[src/rtl/icache_direct_if.sv]
// Fetch-side and memory-side signal bundle for icache_direct.
//   master : the environment (datapath fetch stage plus memory controller); drives fetch
//            requests, flush and memory responses, observes hit data and memory requests.
//   slave  : the cache itself.
// Signals: imemREN/imemaddr/ihit/imemload/flush (datapath), iREN/iaddr/iwait/iload (memory).
interface icache_direct_if #(
   parameter int unsigned WORD_W = 32
);
   logic              imemREN;
   logic [WORD_W-1:0] imemaddr;
   logic              ihit;
   logic [WORD_W-1:0] imemload;
   logic              flush;
   logic              iREN;
   logic [WORD_W-1:0] iaddr;
   logic              iwait;
   logic [WORD_W-1:0] iload;

   modport master (
      output imemREN, imemaddr, flush, iwait, iload,
      input  ihit, imemload, iREN, iaddr
   );

   modport slave (
      input  imemREN, imemaddr, flush, iwait, iload,
      output ihit, imemload, iREN, iaddr
   );
endinterface

[src/rtl/icache_direct.sv]
// Direct-mapped, one-word-per-block instruction cache.
// Hits return combinationally in the same cycle; a miss is serviced by a single-word fill
// through a two-state FSM (StIdle/StFetch).
// Ports:
//   CLK        clock, rising edge
//   RST        asynchronous, active-high reset
//   bus        icache_direct_if.slave (fetch port + memory instruction port)
//   hit_count  cycles with ihit = 1        (only with ICACHE_PERF_EN)
//   miss_count IDLE->FETCH transitions     (only with ICACHE_PERF_EN)
// Optional feature macro: ICACHE_PERF_EN enables the two 32-bit performance counters.
module icache_direct #(
   parameter int unsigned SETS   = 16,
   parameter int unsigned WORD_W = 32
) (
   input  logic               CLK,
   input  logic               RST,
   icache_direct_if.slave     bus
`ifdef ICACHE_PERF_EN
   ,
   output logic [31:0]        hit_count,
   output logic [31:0]        miss_count
`endif
);

   localparam int unsigned IDX   = $clog2(SETS);
   localparam int unsigned TAG_W = WORD_W - IDX - 2;

   typedef enum logic {StIdle, StFetch} state_e;

   state_e            state_q;
   logic [SETS-1:0]   valid_q;
   logic [TAG_W-1:0]  tag_q  [SETS];
   logic [WORD_W-1:0] data_q [SETS];
   logic [WORD_W-1:0] miss_addr_q;

   logic [IDX-1:0]    req_idx;
   logic [TAG_W-1:0]  req_tag;
   logic [IDX-1:0]    fill_idx;
   logic [TAG_W-1:0]  fill_tag;
   logic              hit;
   logic              miss;
   logic              fill;
   logic              unused_addr_lsb;

   assign req_idx  = bus.imemaddr[IDX+1:2];
   assign req_tag  = bus.imemaddr[WORD_W-1:IDX+2];
   assign fill_idx = miss_addr_q[IDX+1:2];
   assign fill_tag = miss_addr_q[WORD_W-1:IDX+2];

   // Byte offset within the word plays no part in lookup.
   assign unused_addr_lsb = ^bus.imemaddr[1:0];

   assign hit  = bus.imemREN & valid_q[req_idx] & (tag_q[req_idx] == req_tag) & ~bus.flush &
                 (state_q == StIdle);
   assign miss = bus.imemREN & ~hit & ~bus.flush & (state_q == StIdle);
   // flush on the return cycle discards the fill.
   assign fill = (state_q == StFetch) & ~bus.iwait & ~bus.flush;

   assign bus.ihit     = hit;
   assign bus.imemload = hit ? data_q[req_idx] : '0;
   // Decoded straight from state so an asynchronous reset drops the request at once.
   assign bus.iREN     = (state_q == StFetch);
   assign bus.iaddr    = (state_q == StFetch) ? miss_addr_q : '0;

   always_ff @(posedge CLK or posedge RST) begin
      if (RST) begin
         state_q     <= StIdle;
         valid_q     <= '0;
         miss_addr_q <= '0;
      end else if (bus.flush) begin
         valid_q <= '0;
         state_q <= StIdle;
      end else begin
         case (state_q)
            StIdle: begin
               if (miss) begin
                  miss_addr_q <= {bus.imemaddr[WORD_W-1:2], 2'b00};
                  state_q     <= StFetch;
               end
            end
            StFetch: begin
               if (!bus.iwait) begin
                  valid_q[fill_idx] <= 1'b1;
                  state_q           <= StIdle;
               end
            end
            default: state_q <= StIdle;
         endcase
      end
   end

   // Tags and data are meaningless while the frame is invalid, so they carry no reset.
   always_ff @(posedge CLK) begin
      if (fill) begin
         tag_q[fill_idx]  <= fill_tag;
         data_q[fill_idx] <= bus.iload;
      end
   end

`ifdef ICACHE_PERF_EN
   logic [31:0] hit_count_q;
   logic [31:0] miss_count_q;

   // Counters survive flush; only reset clears them.
   always_ff @(posedge CLK or posedge RST) begin
      if (RST) begin
         hit_count_q  <= '0;
         miss_count_q <= '0;
      end else begin
         if (hit)  hit_count_q  <= hit_count_q + 32'd1;
         if (miss) miss_count_q <= miss_count_q + 32'd1;
      end
   end

   assign hit_count  = hit_count_q;
   assign miss_count = miss_count_q;
`endif

endmodule

[src/flat_wrapper.sv]
// flat-port wrapper written by rule: the top's interface ports become plain ports
module icache_direct_flat 
#(
   parameter int unsigned SETS   = 16,
   parameter int unsigned WORD_W = 32
)
  (CLK, RST, bus_imemREN, bus_imemaddr, bus_flush, bus_iwait, bus_iload, bus_ihit, bus_imemload, bus_iREN, bus_iaddr);
  icache_direct_if #(.WORD_W(WORD_W)) bus_i ();
  input  logic CLK;
  input  logic RST;
  input wire logic [$bits(bus_i.imemREN)-1:0] bus_imemREN;
  input wire logic [$bits(bus_i.imemaddr)-1:0] bus_imemaddr;
  input wire logic [$bits(bus_i.flush)-1:0] bus_flush;
  input wire logic [$bits(bus_i.iwait)-1:0] bus_iwait;
  input wire logic [$bits(bus_i.iload)-1:0] bus_iload;
  output wire logic [$bits(bus_i.ihit)-1:0] bus_ihit;
  output wire logic [$bits(bus_i.imemload)-1:0] bus_imemload;
  output wire logic [$bits(bus_i.iREN)-1:0] bus_iREN;
  output wire logic [$bits(bus_i.iaddr)-1:0] bus_iaddr;
  assign bus_i.imemREN = bus_imemREN;
  assign bus_i.imemaddr = bus_imemaddr;
  assign bus_i.flush = bus_flush;
  assign bus_i.iwait = bus_iwait;
  assign bus_i.iload = bus_iload;
  assign bus_ihit = bus_i.ihit;
  assign bus_imemload = bus_i.imemload;
  assign bus_iREN = bus_i.iREN;
  assign bus_iaddr = bus_i.iaddr;
  icache_direct #(.SETS(SETS), .WORD_W(WORD_W)) u_core (.CLK(CLK), .RST(RST), .bus(bus_i));
endmodule
[config.mk]
export PLATFORM = sky130hd
export DESIGN_NAME = icache_direct_flat
export DESIGN_NICKNAME = d
export VERILOG_FILES = /design/src/rtl/icache_direct_if.sv /design/src/rtl/icache_direct.sv /design/src/flat_wrapper.sv
export SDC_FILE = /design/constraint.sdc
export NUM_CORES = 1
export LEC_CHECK = 0
export BUFFER_PORTS_ARGS = -buffer_cell sky130_fd_sc_hd__buf_2
export CORE_MARGIN = 4
export CORE_UTILIZATION = 40
export DETAILED_ROUTE_END_ITERATION = 8
export GPL_TIMING_DRIVEN = 1
export PLACE_DENSITY = 0.59
export SLEW_MARGIN = 10
export SYNTH_ARGS = -nofsm -noshare
export SYNTH_HDL_FRONTEND = slang
export SYNTH_SLANG_ARGS = --single-unit
[constraint.sdc]
create_clock -name CLK -period 4.2 [get_ports CLK]
set_input_delay 0.84 -clock CLK [delete_from_list [all_inputs] [get_ports CLK]]
set_output_delay 0.84 -clock CLK [all_outputs]
set_load 0.005 [all_outputs]
== Yosys cells after proc, flatten, opt, wreduce, memory -nomap -nowiden ==
Memory sizes are Yosys's and may differ from the RTL's.
Cells that the tools add are included.
Word-level totals
  output and inout port bits: 66
  memory bits (writable): 928
  logic and storage cells: 43
  memories kept: 2
  flip-flop bits (word level): 47
Memory list
  u_core.data_q: depth 16, bits a word 32, read ports 1, clocked after Yosys merged registers in 0, write ports 1, line icache_direct.sv:33  | logic [WORD_W-1:0] data_q [SETS];
  u_core.tag_q: depth 16, bits a word 26, read ports 1, clocked after Yosys merged registers in 0, write ports 1, line icache_direct.sv:32  | logic [TAG_W-1:0] tag_q [SETS];
Operators by class
  bitwise logic cells: 14
  equal/unequal tests: 2
  muxes and demuxes: 15
  order comparisons: 3
  reductions and logical operators: 4
Operator list (number)
  32-bit 2-to-1 mux: 2
  16-bit 2-to-1 mux: 3
  26-bit == test: 1
  16-bit OR: 1
  4-bit by 5-bit < comparator with 1-bit output, second input constant: 2
  1-bit AND: 9
  1-bit 2-to-1 mux: 7
  1-bit binary-select mux with 4-bit select: 1
  1-bit demux with 4-bit select: 1
  4-bit by 1-bit >= comparator with 1-bit output, second input constant: 1
  1-bit NOT: 4
  3-bit AND reduction: 1
  2-bit != test, second input constant: 1
  1-bit case mux with 2 select lines: 1
  2-bit AND reduction: 1
  2-bit nonzero test: 1
  1-bit logical AND: 1

== Depth between registers and ports, before layout ==
Gate-level depths: netlist of run 1.
  depth after elaboration: 13
  depth in mapped cells: 14

== Least setup slack after synthesis of run 1 ==
Ideal clock, no wire load.
  kind: input to register
  start: in bus_flush
  end: mem u_core.data_q[3][0] (enable)
  buffers on the path: 2
  required time: 3.726 ns
  arrival: 4.171 ns
  cell stages on the path: 6
  slack: -0.445 ns
  cell sequence: clkbuf_1 > nor2_1 > nand2_1 > or3_1 > clkbuf_1 > nor2_1
Between the ends
  word-level cells in the longest chain between the ends: 4
Ends and longest elaborated chain
  start, declared: line flat_wrapper.sv:13  | input wire logic [$bits(bus_i.flush)-1:0] bus_flush;
  1-bit NOT (no line)
  1-bit AND: line icache_direct.sv:57  | assign fill = (state_q == StFetch) & ~bus.iwait & ~bus.flush;
  1-bit 2-to-1 mux: line icache_direct.sv:94  | if (fill) begin
  1-bit 2-to-1 mux (implied by the code): line icache_direct.sv:96  | data_q[fill_idx] <= bus.iload;
  end, declared: line icache_direct.sv:33
Every way passes these cells.

== Final worst setup path of run 1 ==
  start: in bus_imemaddr[2]
  end: out bus_imemload[1]
Between the ends
  word-level cells in the longest chain between the ends: 7
  elaborated cells between the ends (all ways): 10
  classes of those cells: eq/ne: 1; mux: 3; bitwise: 4; memory: 2
Ends and longest elaborated chain
  start, declared: line flat_wrapper.sv:12  | input wire logic [$bits(bus_i.imemaddr)-1:0] bus_imemaddr;
  branches (longest 6 deep; another with memory read 16 x 26 bit)
  32-bit 2-to-1 mux (*): line icache_direct.sv:60  | assign bus.imemload = hit ? data_q[req_idx] : '0;
  end, declared: line flat_wrapper.sv:17  | output wire logic [$bits(bus_i.imemload)-1:0] bus_imemload;
Mark *: on every way between the ends. The select of a mux whose other input is x is not followed.

==> results by group, run 1 <==
Drt
  • DRC Markers: 0
  • DR iter-0 viols: 1541
  • DR WL/cell: 27.9 µm
  • Final ANT Viol Nets: 0
  • Via count: 18240
  • TritonRoute pass-1 iters: 5
  • Vias per cell: 5.46
  • Routed WL: 93.3 mm

Synthesis
  • Yosys reg bits: 975
  • Adder-Cell Fraction of Synth Area: 0%
  • Share of the synthesized area in compound gates (AO/OA/AOI/OAI): 1.34%
  • Simple-gate share of the synthesized area: 2.43%
  • Yosys warnings: 0
  • Seq/Total Area, Yosys: 76.3%
  • Post-Syn Instances: 1696
  • Syn avg cell area: 22.5 µm²
  • Mapped Area: 38100 µm²
  • Ys async rst share: 4.82%
  • Yosys cell types: 52
  • Main combinational cell family by area after synthesis: multiplexers
  • Synth Flop Type: edfxtp_1
  • Synth Area in XOR/XNOR: 0.483%
  • Post-synthesis mux area share: 17.9%
  • EDFF count, synth: 928

Placement
  • Dpl hpwl: 50.7 mm
  • Final GP Congestion: 0.798
  • Pre-CTS setup slack: -0.536 ns
  • Placed cells: 3133
  • IO Port Bufs: 130

Global routing
  • Congestion Overflow GR: 0
  • Initial antenna violation count: 8
  • Overall routing resource usage: 18.7%
  • First-pass GRT wire length: 135 mm
  • Largest net degree at the start of global routing: 87
  • Vias in the first global route: 19139

Timing
  • Fin crit period: 4.46 ns
  • Hold Vio Cnt, Final: 0
  • Tightest Pin Transition: 0.910 ns
  • Clock skew: 0.0170 ns
  • Post-route setup slack: -0.257 ns
  • Fmax: 224 MHz
  • Max Slew Vio Count: 0
  • Slew HR: 39.3%
  • Fin Hold WS: 0.333 ns
  • Final setup fails: 33
  • RSZ-0062 raised after global routing: true
  • Tcrit/Tclk final: 106%

Min path
  • Hold WC Path Type: input pin to async pin

Die
  • Die area: 100000 µm²
  • Ports: 135
  • Die X: 317 µm
  • Core area: 93900 µm²
  • Starting Density: 40.6%
  • Die height: 317 µm
  • Std-Cell Rows: 112

Setup path
  • Setup CP Type: input pin to primary output
  • Worst Path Max Fanout: 17
  • R2R depth: 13
  • WP depth: 15
  • Worst endpoint required time: 3.36 ns
  • Nature of the critical path endpoint: primary output
  • Critical-path top delay cell: mux4_2
  • Worst r2r src: u_core.tag_q[15][3]
  • Startpoint types: input pin
  • CP Buf/Inv Count: 8
  • Top delay family on crit path: buffers and inverters
  • Register-to-Register Setup Slack: 0.89 ns
  • Largest stage delay, worst path: 0.49 ns
  • Reg2reg end: u_core.miss_addr_q[25]
  • Crit path cell chain: buf_16, buf_12, buf_6, buf_6, buf_4, mux4_2, nor3_1, or3_1, nand4_1, nor4_4, buf_4, nand4_4, buf_12, and2b_1, buf_2
  • WP data arrival: 3.62 ns

CTS
  • Clk sink count: 975
  • Cts hold-fix bufs: 0
  • Worst skew pair latency: 0.66 ns
  • Clock-pin slew on the worst setup and hold paths: 0.06 ns
  • Root Buffer: clkbuf_16
  • H-tree depth: 3
  • CTS tree: yes
  • Num CTS Buffers: 99
  • Clock Path Buffers: 3

Finish
  • Area added between synthesis and finish: 19.1%
  • Layout cells sized above 1: 37.3%
  • Non-filler cells in the finished layout: 3339
  • Layout Nets: 2070

Run status
  • Failing checks: negative setup slack
  • Outcome: complete, but fails checks

Power
  • Power Density: 460 nW/µm²
  • Total power: 20900 µW
  • Worst vdd ir: 0.000355 V
  • Static Leak: 0.0151 µW

Job
  • Max-Cap Viols: 0
-- synthesized netlist by cell type, types with 3 or more instances --
master    count  area (µm²)
nor4_1        3        18.8
a221oi_1     13         114
xnor2_1      18         158
nor2b_1      33         206
mux2i_1      68         681
nand4_1       6        37.5
dfrtp_1      47        1180
o21ai_0       9        45.0
a221oi_2      3        45.0
mux4_2      252        5680
xor2_1        3        26.3
inv_1        22        82.6
edfxtp_1    928       27900
o22ai_1      18         113
and2_1       32         200
buf_12        4        80.1
o21a_1        4        30.0
mux2_4       29         435
a22oi_1       3        22.5
o211ai_1      3        22.5
nor2_1       29         109
nor3_1        7        35.0
nand3b_1      5        37.5
clkbuf_1     42         158
nand2b_1      6        37.5
nand3_1      10        50.1
buf_1         8        30.0
buf_2        27         135
and2b_1       3        22.5
buf_4         3        22.5
a21oi_1       8        40.0
nand2_1      19        71.3
buf_8         5        75.1
-- sequential cells by signal, summed over array words and instances, names as in the netlist --
signal / count
u_core.bus.iREN: 1
u_core.miss_addr_q: 30
u_core.tag_q: 416
u_core.valid_q: 16
u_core.data_q: 512
-- layer usage --
metal / global-route usage, % / wire, µm / vias to the layer above / share of wire [%]
li1: - / - / 7712 / -
met4: 4.70 / 2270 / 6 / 2.4
met3: 3.52 / 5000 / 153 / 5.4
met5: 0 / 41 / - / 0.044
met2: 31.1 / 46400 / 519 / 50
met1: 25.8 / 39600 / 9850 / 42
-- kinds of logic (layout without fill, tap and decap cells) --
| group | Yosys count | after routing |
|---|---|---|
| AOI/OAI and AO/OA | 71 | 71 |
| xor gates and xnor gates | 21 | 21 |
| DFF | 975 | 975 |
| muxes | 350 | 350 |
| other | 1 | 5 |
| and+or+nand+nor | 164 | 164 |
| buffers and inverters | 114 | 499 |
-- cells in the final DEF, fill, tap and decap left out, drive strengths merged, types with 11 or more instances in the layout --
cell,instances
nor2,29
mux4,252
nand2,19
xnor2,18
buf,292
o22ai,18
a221oi,16
edfxtp,928
mux2,30
nand3,11
clkinv,42
mux2i,68
clkbuf,127
nor2b,33
dfrtp,47
inv,27
and2,32
-- power by group --
group / internal (µW) / total, µW / leakage, µW / switching (µW)
Combinational: 612 / 1240 / 0.00464 / 625
Sequential: 11000 / 11200 / 0.00894 / 269
Clock: 4810 / 8410 / 0.00151 / 3600
Total: 16400 / 20900 / 0.0151 / 4490
-- worst max path at each step --
stage	to	startpoint	slack [ns]
2_1_floorplan	u_core.data_q[3][0]	bus_flush	-0.44
3_3_place_gp	bus_imemload[11]	bus_imemaddr[3]	-0.60
3_5_place_dp	bus_imemload[10]	bus_imemaddr[3]	-0.54
4_1_cts	bus_imemload[21]	bus_imemaddr[2]	-0.25
5_1_grt	bus_imemload[28]	bus_imemaddr[3]	-0.40
6_report	bus_imemload[1]	bus_imemaddr[2]	-0.26
-- metrics by stage --
stage	setup TNS, ns	util, %	cell area [µm²]
finish	-6.68	48.3	45400
global placement	-16.54	44.3	41600
CTS	-6.77	48.2	45300
detailed placement	-13.91	44.3	41600
global route	-11.35	48.3	45400
floorplan	-167.19	-	38100
-- cell type report --
cell class	instances	area [µm²]
well taps	1254	1570
clock inverters	55	417
diodes	3	7.51
flip-flops and latches	975	29000
fillers	7683	48500
inverters	23	88.8
repair buffers	294	2780
clock buffers	127	2680
multi-input cells	608	8790
-- timing repair --
| item | in CTS | in global routing |
|---|---|---|
| endpoints found under the hold margin | 0 | 0 |
| gates cloned | 6 | 0 |
| setup buffers | 12 | 3 |
| endpoints found under the setup margin | 33 | 33 |
| pin swaps | 4 | 3 |
| resized for setup | 54 | 17 |
Power figures use the tool's default switching activity.
==> run 2, diff against run 1 <==
CTS_BUF_LIST = sky130_fd_sc_hd__clkbuf_2   (was default)
==> run 2 against run 1 <==
Against the previous run: the flow still finishes with violations (negative setup slack); hold slack worse by 0.097 ns; utilization down 0.50 points; combinational power up 6%; largest cell class unchanged.
==> results by group, run 2 (synthesis results as in run 1) <==
Global routing
  • Overall routing resource usage: 18.9% (was 18.7%)
  • Vias in the first global route: 20583 (was 19139)
  • First-pass GRT wire length: 137 mm (was 135 mm)
  • Initial antenna violation count: 6 (was 8)
  • Largest net degree at the start of global routing: 87 (unchanged)
  • Congestion Overflow GR: 0 (unchanged)

Min path
  • Min-delay src: bus_imemaddr[4]
  • Hold WC Path Type: input pin to register (was input pin to async pin)
  • Hold depth: 3
  • Hold endpoint: u_core.miss_addr_q[4]

Drt
  • Routed WL: 93.9 mm (was 93.3 mm)
  • DR iter-0 viols: 1567 (was 1541)
  • Via count: 19256 (was 18240)
  • DRC Markers: 0 (unchanged)
  • Final ANT Viol Nets: 0 (unchanged)
  • Vias per cell: 5.29 (was 5.46)
  • DR WL/cell: 25.8 µm (was 27.9 µm)
  • TritonRoute pass-1 iters: 6 (was 5)

Finish
  • Commonest non-fill, non-tap cell in the layout: edfxtp_1 (unchanged)
  • Most frequent cells in the layout: edfxtp_1 (928), clkbuf_2 (312), mux4_2 (252), buf_2 (126), buf_4 (94) (was edfxtp_1 (928), mux4_2 (252), buf_2 (126), clkbuf_16 (103), buf_4 (95))
  • Largest regs: u_core.data_q: 512 flops, u_core.tag_q: 416 flops, u_core.miss_addr_q: 30 flops (unchanged)
  • Layout Nets: 2278 (was 2070)
  • Post-Layout Inst Area: 44900 µm² (was 45400 µm²)
  • Number of flip-flops under the largest register name: 512 (unchanged)
  • Area added between synthesis and finish: 17.9% (was 19.1%)
  • Layout cells sized above 1: 40.1% (was 37.3%)
  • Reg with most FFs: u_core.data_q (unchanged)

Timing
  • Hold Vio Cnt, Final: 0 (unchanged)
  • Fmax: 195 MHz (was 224 MHz)
  • RSZ-0062 raised after global routing: true (unchanged)
  • Tcrit/Tclk final: 122% (was 106%)
  • Clock skew: 0.0954 ns (was 0.0170 ns)
  • Fin crit period: 5.12 ns (was 4.46 ns)
  • Tightest Pin Transition: 0.970 ns (was 0.910 ns)
  • Post-route setup slack: -0.915 ns (was -0.257 ns)
  • Slew HR: 35.2% (was 39.3%)
  • Final setup fails: 33 (unchanged)
  • Max Slew Vio Count: 0 (unchanged)

Placement
  • Dpl cell area: 41600 µm² (unchanged)
  • Dpl hpwl: 50.7 mm (unchanged)
  • Final GP Congestion: 0.798 (unchanged)
  • Pre-CTS setup slack: -0.536 ns (unchanged)
  • IO Port Bufs: 130 (unchanged)

Setup path
  • R2R depth: 16 (was 13)
  • Worst Path Max Fanout: 17 (unchanged)
  • Setup CP Type: register to primary output (was input pin to primary output)
  • WP data arrival: 4.28 ns (was 3.62 ns)
  • Reg2reg end: u_core.miss_addr_q[6] (was u_core.miss_addr_q[25])
  • Worst endpoint required time: 3.36 ns (about the same)
  • Register-to-Register Setup Slack: 0.28 ns (was 0.89 ns)
  • Startpoint types: register (was input pin)
  • Worst r2r src: u_core.tag_q[7][12] (was u_core.tag_q[15][3])
  • Nature of the critical path endpoint: primary output (unchanged)

Job
  • Max-Cap Viols: 0 (unchanged)

Die
  • Starting Density: 40.6% (unchanged)
  • Ports: 135 (unchanged)
  • Die area: 100000 µm² (unchanged)
  • Die X: 317 µm (unchanged)
  • Core area: 93900 µm² (unchanged)
  • Std-Cell Rows: 112 (unchanged)
  • Die height: 317 µm (unchanged)

CTS
  • CTS tree: yes (unchanged)
  • Worst skew pair latency: 1.44 ns (was 0.66 ns)
  • H-tree depth: 4 (was 3)
  • Clock-pin slew on the worst setup and hold paths: 0.10 ns (was 0.06 ns)
  • Num CTS Buffers: 232 (was 99)
  • Root Buffer: clkbuf_2 (was clkbuf_16)
  • Clock Path Buffers: 3 (unchanged)
  • Clk sink count: 975 (unchanged)

Run status
  • Failing checks: negative setup slack (unchanged)
  • Outcome: complete, but fails checks (unchanged)

Power
  • Total power: 18500 µW (was 20900 µW)
  • Static Leak: 0.0153 µW (was 0.0151 µW)
  • Worst vdd ir: 0.000257 V (was 0.000355 V)
  • Power Density: 412 nW/µm² (was 460 nW/µm²)
==> run 2: changes by cell type in the layout (fill, tap and decap cells not counted), sizes merged, moves of 2 or more <==
| cell | before | now |
|---|---|---|
| clkinv | 42 | 82 |
| clkbuf | 127 | 312 |
| buf | 292 | 276 |
| dlygate4sd3 | 0 | 93 |
| diode | 3 | 7 |
| bufbuf | 2 | 0 |
==> run 2: critical path, cell delays in order (launching register included) <==
cell	delay (ns)
edfxtp_1	0.38
mux4_2	0.49
a22oi_1	0.17
nand3_1	0.11
xnor2_1	0.17
buf_4	0.14
nand4_1	0.09
buf_6	0.15
nor4_4	0.25
buf_4	0.18
nand4_4	0.11
buf_12	0.21
and2b_1	0.24
buf_2	0.11
==> run 2: worst max-delay path by stage <==
stage	startpoint	end	slack [ns]	cells after the start
finish	u_core.tag_q[7][12]	bus_imemload[1]	-0.92	13
global route	u_core.tag_q[4][6]	bus_imemload[28]	-1.25	13
CTS	u_core.tag_q[6][12]	bus_imemload[21]	-1.14	14
detailed placement	bus_imemaddr[3]	bus_imemload[10]	-0.54	13
global placement	bus_imemaddr[3]	bus_imemload[11]	-0.60	13
floorplan	bus_flush	u_core.data_q[3][0]	-0.44	6
==> run 2: layout make-up <==
| class | instances | area [µm²] |
|---|---|---|
| repair buffers | 369 | 3380 |
| fillers | 7936 | 49000 |
| diodes | 7 | 17.5 |
| clock inverters | 95 | 518 |
| well taps | 1254 | 1570 |
| multi-input cells | 608 | 8720 |
| flip-flops and latches | 975 | 29000 |
| inverters | 23 | 88.8 |
| clock buffers | 312 | 1560 |
==> run 2: what timing repair did <==
item / 4_1_cts / 5_1_grt
resized for setup: 26 / 15
cloned: 2 / 0
endpoints found under the setup margin: 33 / 33
hold buffers: 93 / 0
pin swaps: 0 / 4
endpoints found under the hold margin: 598 / 0
setup buffers: 1 / 0
==> run 2: power by group <==
part           internal, µW  total [µW]  switching, µW
registers             10900       11200            272
clock network          2300        5980           3680
logic                   680        1320            636
total                 13900       18500           4590
==> run 2: metal layers <==
layer / vias up / wire [µm] / global-route usage (%)
li1: 8272 / - / -
met1: 10243 / 39800 / 25.5
met2: 614 / 47200 / 31.4
met3: 125 / 5260 / 4.06
met4: 2 / 1650 / 5.68
met5: - / 12 / 0
==> run 2: stage by stage <==
step	setup TNS (ns)	hold WS, ns	util [%]	instances
global placement	-16.54	0.524	44.3	3133
global route	-39.67	0.0846	47.8	3641
floorplan	-167.19	0.513	-	1697
detailed placement	-13.91	0.531	44.3	3133
finish	-28.40	0.236	47.8	3643
CTS	-36.31	0.0165	47.7	3636
